## src/rtl/decode_execute_buffer.sv

```systemverilog
// Decode-to-execute pipeline register with write-back bypass and load-use bubble insertion.
// Optional build macro ZERO_REG_EN makes r0 a hardwired zero register.
module decode_execute_buffer #(
    parameter int DATA_W       = 16,
    parameter int ADDR_W       = 3,
    parameter int OPC_W        = 5,
    parameter int LOAD_BUBBLES = 1
) (
    input  logic              clk,
    input  logic              rst,
    input  logic              in_valid,
    input  logic [OPC_W-1:0]  in_opcode,
    input  logic [ADDR_W-1:0] in_rs1,
    input  logic [ADDR_W-1:0] in_rs2,
    input  logic              in_uses_rs1,
    input  logic              in_uses_rs2,
    input  logic [ADDR_W-1:0] in_rd,
    input  logic              in_reg_write,
    input  logic              in_mem_read,
    input  logic [DATA_W-1:0] in_imm,
    input  logic [DATA_W-1:0] read_data1,
    input  logic [DATA_W-1:0] read_data2,
    input  logic              wb_write_enable,
    input  logic [ADDR_W-1:0] wb_write_addr,
    input  logic [DATA_W-1:0] wb_write_data,
    input  logic              flush,
    input  logic              ex_stall,
    output logic              dec_stall,
    output logic              out_valid,
    output logic              out_reg_write,
    output logic              out_mem_read,
    output logic [OPC_W-1:0]  out_opcode,
    output logic [ADDR_W-1:0] out_rs1,
    output logic [ADDR_W-1:0] out_rs2,
    output logic [ADDR_W-1:0] out_rd,
    output logic [DATA_W-1:0] out_op1,
    output logic [DATA_W-1:0] out_op2,
    output logic [DATA_W-1:0] out_imm
);

    localparam logic [1:0] BUBBLE_RELOAD = 2'(LOAD_BUBBLES - 1);

    logic [1:0]        bcnt;
    logic              haz;
    logic              rd_live;
    logic              reg_write_p0;
    logic              mem_read_p0;
    logic [DATA_W-1:0] op1_p0;
    logic [DATA_W-1:0] op2_p0;

    // The regfile commits its write after this edge, so a matching write-back must win over read data.
    function automatic logic [DATA_W-1:0] bypass(
        input logic [ADDR_W-1:0] src,
        input logic [DATA_W-1:0] rdata,
        input logic              we,
        input logic [ADDR_W-1:0] waddr,
        input logic [DATA_W-1:0] wdata
    );
        logic [DATA_W-1:0] v;
        v = (we && (waddr == src)) ? wdata : rdata;
`ifdef ZERO_REG_EN
        if (src == '0) v = '0;
`endif
        return v;
    endfunction

    // Stage p0: decode-side operand selection and hazard detection
    always_comb begin
        op1_p0      = bypass(in_rs1, read_data1, wb_write_enable, wb_write_addr, wb_write_data);
        op2_p0      = bypass(in_rs2, read_data2, wb_write_enable, wb_write_addr, wb_write_data);
        mem_read_p0 = in_valid & in_mem_read;
`ifdef ZERO_REG_EN
        reg_write_p0 = in_valid & in_reg_write & (in_rd != '0);
        rd_live      = (out_rd != '0);
`else
        reg_write_p0 = in_valid & in_reg_write;
        rd_live      = 1'b1;
`endif
        haz = in_valid & out_valid & out_mem_read & out_reg_write & rd_live &
              ((in_uses_rs1 & (in_rs1 == out_rd)) | (in_uses_rs2 & (in_rs2 == out_rd)));
        dec_stall = !rst & (ex_stall | haz | (bcnt != 2'd0));
    end

    // Stage p1: D/E register, priority rst > flush > ex_stall > bubble > load
    always_ff @(posedge clk) begin
        if (rst) begin
            bcnt          <= 2'd0;
            out_valid     <= 1'b0;
            out_reg_write <= 1'b0;
            out_mem_read  <= 1'b0;
            out_opcode    <= '0;
            out_rs1       <= '0;
            out_rs2       <= '0;
            out_rd        <= '0;
            out_op1       <= '0;
            out_op2       <= '0;
            out_imm       <= '0;
        end else if (flush) begin
            bcnt          <= 2'd0;
            out_valid     <= 1'b0;
            out_reg_write <= 1'b0;
            out_mem_read  <= 1'b0;
        end else if (ex_stall) begin
            bcnt <= bcnt;
        end else if (bcnt != 2'd0) begin
            bcnt          <= bcnt - 2'd1;
            out_valid     <= 1'b0;
            out_reg_write <= 1'b0;
            out_mem_read  <= 1'b0;
        end else if (haz) begin
            bcnt          <= BUBBLE_RELOAD;
            out_valid     <= 1'b0;
            out_reg_write <= 1'b0;
            out_mem_read  <= 1'b0;
        end else begin
            out_valid     <= in_valid;
            out_reg_write <= reg_write_p0;
            out_mem_read  <= mem_read_p0;
            out_opcode    <= in_opcode;
            out_rs1       <= in_rs1;
            out_rs2       <= in_rs2;
            out_rd        <= in_rd;
            out_op1       <= op1_p0;
            out_op2       <= op2_p0;
            out_imm       <= in_imm;
        end
    end

endmodule

```

## config.mk

```make
export PLATFORM = sky130hd
export DESIGN_NAME = decode_execute_buffer
export DESIGN_NICKNAME = d
export VERILOG_FILES = /design/src/rtl/decode_execute_buffer.sv
export SDC_FILE = /design/constraint.sdc
export NUM_CORES = 1
export LEC_CHECK = 0
export CAP_MARGIN = 10
export CORE_MARGIN = 8
export CORE_UTILIZATION = 43
export CTS_CLUSTER_DIAMETER = 30
export DETAILED_ROUTE_END_ITERATION = 10
export PLACE_DENSITY = 0.86
export SLEW_MARGIN = 10
export SYNTH_ARGS = -nofsm -noshare
export SYNTH_HDL_FRONTEND = slang
export SYNTH_SLANG_ARGS = --single-unit
```

## constraint.sdc

```tcl
create_clock -name clk -period 3.35 [get_ports clk]
set_input_delay 0.335 -clock clk [delete_from_list [all_inputs] [get_ports clk]]
set_output_delay 0.335 -clock clk [all_outputs]
set_load 0.03 [all_outputs]
```

==> summary.md <==
| Metric | Value |
|---|---|
| Outcome | `complete, no violations` |
| Actual transition at the worst max-transition pin | `roughly 1100 ps` |
| Sequential fraction of the synthesis area | `0.4340` |
| Number of setup buffers added after CTS | `0` |
| Net count after synthesis | `between 400 and 500` |
| Sequential cell area | `roughly 1300 sq um` |
| Buffering stage count on the worst path with inverters included | `2` |
| Synthesized area per cell | `roughly 9.5 sq um` |
| Cells after synthesis | `approximately 330` |
| Routed length per placed instance | `approximately 18 microns` |
| Horiz. Die Dim | `between 100 and 150 microns` |
| Data required time of the worst path | `3010 ps` |
| Inserted Clock Buffers | `9` |
| CTS tree | `done` |
| Power density of the placed cells | `just over 400 nW/um^2` |
| Number of instances in the placed design | `551` |
| Setup TNS after final layout | `0 ps` |
| Die Area | `between 10,000 and 15,000 sq um` |
| CTS Hold Buffers Added | `0` |
| CORE AREA | `just over 7000 sq um` |
| Post-route DRC | `0` |
| Standard-cell row count | `31` |
| Largest area contributor in the synthesized netlist | `sky130_fd_sc_hd__dfxtp_1` |
| FFs w/ async S/R, synth | `0` |
| Endpoints failing hold | `0` |
| Total leakage power | `between 1.5 and 2 nW` |
| Peak supply drop | `0.2252 mV` |
| Master cell of the clock root buffer | `sky130_fd_sc_hd__clkbuf_8` |
| Overflow left after global routing | `0` |
| Detailed-route via count | `a little over 3,000` |
| Area of the mapped netlist | `3090 sq um` |
| Cell family with most CP delay | `buffers and inverters` |
| Critical path's most frequent cell | `sky130_fd_sc_hd__clkdlybuf4s50_1` |
| Fraction of synthesized cell area taken by the top area cell type | `0.4340` |
| Initial Util | `0.4354` |
| Wirelength, routed | `roughly 10,000 microns` |
| 1st-pass router iterations | `4` |
| Pin count of the biggest net entering global routing | `between 90 and 100` |
| Startpoint class of the critical path | `primary input` |
| Antenna violations before repair | `0` |
| Slowest cell on crit path | `sky130_fd_sc_hd__clkdlybuf4s50_1` |
| Number of setup violations in the final report | `0` |
| Number of warnings reported in the yosys synthesis log | `0` |
| CTS HTree Levels | `3` |
| Final number of max-transition violations | `0` |
| Distinct cell type count of the synthesized netlist | `25` |
| Most frequent cell after synthesis | `sky130_fd_sc_hd__dfxtp_1` |
| Primary flip-flop cell chosen by synthesis mapping | `sky130_fd_sc_hd__dfxtp_1` |
| Net total in the final layout | `554` |
| Share of the clock period used by the worst path | `0.7727` |
| Mean number of vias per cell | `~5.4` |
| Top cell types by occurrence after synthesis | `sky130_fd_sc_hd__dfxtp_1 (67), sky130_fd_sc_hd__a21oi_1 (33), sky130_fd_sc_hd__a211oi_1 (32), sky130_fd_sc_hd__mux2i_1 (32)` |
| Crit Path Class | `primary input to primary output` |
| Global placer's final weighted congestion | `approximately 0.77` |
| Post-cts resize count | `0` |
| Highest attainable clock frequency | `about 390 MHz` |
| Top-level port count | `~160` |
| FF+latch count, synth | `67` |
| Layout filler cell count | `560` |
| Deepest clock path buffer count | `2` |
| Delay of the slowest critical-path stage | `~730 ps` |
| Final critical delay including setup and external delays | `2589 ps` |
| Number of synthesized flops with an enable pin | `0` |
| Register clock-pin slew on the reported worst setup and hold paths | `around 80 ps` |
| Worst hold margin | `471.2 ps` |
| Biggest fanout along the worst timing path | `3` |
| Post-layout utilization of the core | `0.6845` |
| Layout cells sized above 1 | `0.05353` |
| Clock network latency to the later pin of the worst-skew pair | `330 ps` |
| Final std cells w/o fill | `566` |
| Area of the multi-input gates | `1605 sq um` |
| Height of the chip | `100.8 microns` |
| Relative area change from synthesis to final layout | `57.21%` |
| Max-cap violations | `0` |
| Arrival time at the worst endpoint | `about 2300 ps` |
| Setup repair after global routing missed its margin | `no` |
| Number of DRC markers in iteration 0 | `~100` |
| Buffers on Ports | `~160` |
| Max Clock Skew | `approximately 12 ps` |
| Overall Global Routing Usage | `0.2008` |
| Diodes inserted | `0` |
| Crit-path cells | `clkdlybuf4s50_1 > xnor2_1 > nand4_1 > a21o_2 > a21oi_1 > clkdlybuf4s50_1` |
| Worst Setup End Kind | `primary output` |
| Via count of the first global-routing pass | `3,099` |
| Cell types with the largest area share after synthesis | `sky130_fd_sc_hd__dfxtp_1 (43%), sky130_fd_sc_hd__mux2i_1 (10%), sky130_fd_sc_hd__nand4b_1 (8.5%), sky130_fd_sc_hd__a211oi_1 (7.8%), sky130_fd_sc_hd__nand2b_1 (6.1%)` |
| Clock sink total | `67` |
| DPL Wire Length | `~7500 microns` |
| Antenna violation net count after detailed routing | `0` |
| Max-slew headroom | `0.2626` |
| Global-route wire length before repair | `approximately 16,000 microns` |
| Path class of the lowest-slack min-delay path | `flop to flop` |
==> layout by cell type (no fill, tap or decap) <==
cell,netlist,layout
sky130_fd_sc_hd__clkbuf_8,0,11
sky130_fd_sc_hd__o21ai_0,25,25
sky130_fd_sc_hd__buf_4,1,4
sky130_fd_sc_hd__a21o_2,0,1
sky130_fd_sc_hd__nand4_2,2,2
sky130_fd_sc_hd__clkinv_2,0,1
sky130_fd_sc_hd__nand2b_1,30,30
sky130_fd_sc_hd__nand2_1,3,3
sky130_fd_sc_hd__nand3_1,4,4
sky130_fd_sc_hd__nand4_1,3,3
sky130_fd_sc_hd__a21oi_1,33,33
sky130_fd_sc_hd__xnor2_1,12,12
sky130_fd_sc_hd__nor3_1,1,1
sky130_fd_sc_hd__and2_2,0,1
sky130_fd_sc_hd__a211oi_1,32,32
sky130_fd_sc_hd__o21ai_1,7,7
sky130_fd_sc_hd__clkdlybuf4s50_1,0,155
sky130_fd_sc_hd__nor4_4,1,1
sky130_fd_sc_hd__bufinv_16,0,1
sky130_fd_sc_hd__clkinvlp_4,0,2
sky130_fd_sc_hd__nand3b_1,2,2
sky130_fd_sc_hd__dfxtp_1,67,67
sky130_fd_sc_hd__nand4b_1,30,30
sky130_fd_sc_hd__buf_2,15,1
sky130_fd_sc_hd__mux2i_1,32,32
sky130_fd_sc_hd__o41ai_1,1,1
sky130_fd_sc_hd__nor2_1,4,4
sky130_fd_sc_hd__a21boi_0,1,1
==> worst register-to-register path, delay by kind of cell, from the launching register on <==
family | cells | cell delay (ps)
buffers and inverters | 1 | 300
flip-flops | 1 | 430
XOR/XNOR | 1 | 110
AND/OR/NAND/NOR | 2 | 1060
AO/OA/AOI/OAI | 2 | 380
==> per-stage QoR <==
stage                     area, sq um  power [mW]  setup slack (ps)
after floorplan                  3090       1.108              1178
after global routing             4858       2.083             588.9
final                            4858       2.008             761.4
after CTS                        4858       2.022             740.0
after global placement           4657       1.337             548.8
after detailed placement         4657       1.345             424.0
==> final timing paths <==
| path | depth (start not counted) | to | startpoint | slack (ps) |
|---|---|---|---|---|
| setup / recovery | 6 | dec_stall | in_rs2[0] | 760 |
| hold / removal | 2 | out_imm[14] | out_imm[14] | 470 |
| setup reg to reg | 6 | out_op1[13] | out_rd[1] | 910 |
| hold reg to reg | 2 | out_imm[14] | out_imm[14] | 470 |
==> layout make-up <==
| cell class | instances | area share |
|---|---|---|
| clock buffers | 11 | 0.03116 |
| clock inverters | 4 | 0.01030 |
| repair buffers | 160 | 0.3266 |
| well taps | 99 | 0.02550 |
| flip-flops and latches | 67 | 0.2761 |
| multi-input cells | 225 | 0.3304 |
==> layer usage <==
layer / share of wire / track usage / up-vias / wire (microns)
li1: - / - / 1475 / -
met1: 0.42 / 0.2267 / 1426 / 4338
met2: 0.46 / 0.3225 / 138 / 4770
met3: 0.10 / 0.08702 / 18 / 1083
met4: 0.021 / 0.08372 / 0 / 220
met5: 0 / 0 / - / 0
==> logic make-up (layout without fill, tap and decap cells) <==
group                  Yosys count  after routing  synth area share
buffers and inverters           33            175           0.04737
flip-flops                      67             67            0.4340
XOR/XNOR                        12             12           0.03401
AO/OA/AOI/OAI                  100            100            0.1907
AND/OR/NAND/NOR                 81             81            0.1903
multiplexers                    32             32            0.1036
==> sequential cells by signal (all words and copies together) (netlist names) <==
name,cells
out_imm,16
out_op1,16
out_op2,16
out_opcode,5
out_rd,3
out_rs1,3
out_rs2,3
bcnt,2
out_mem_read,1
out_reg_write,1
out_valid,1
==> power breakdown <==
group          switching [mW]  internal, mW  total [mW]
combinational           0.227         0.234       0.461
clock                   0.301         0.379       0.680
sequential             0.0263         0.841       0.867
total                   0.554          1.45        2.01
Note: power is estimated with default switching activity, not from simulation.
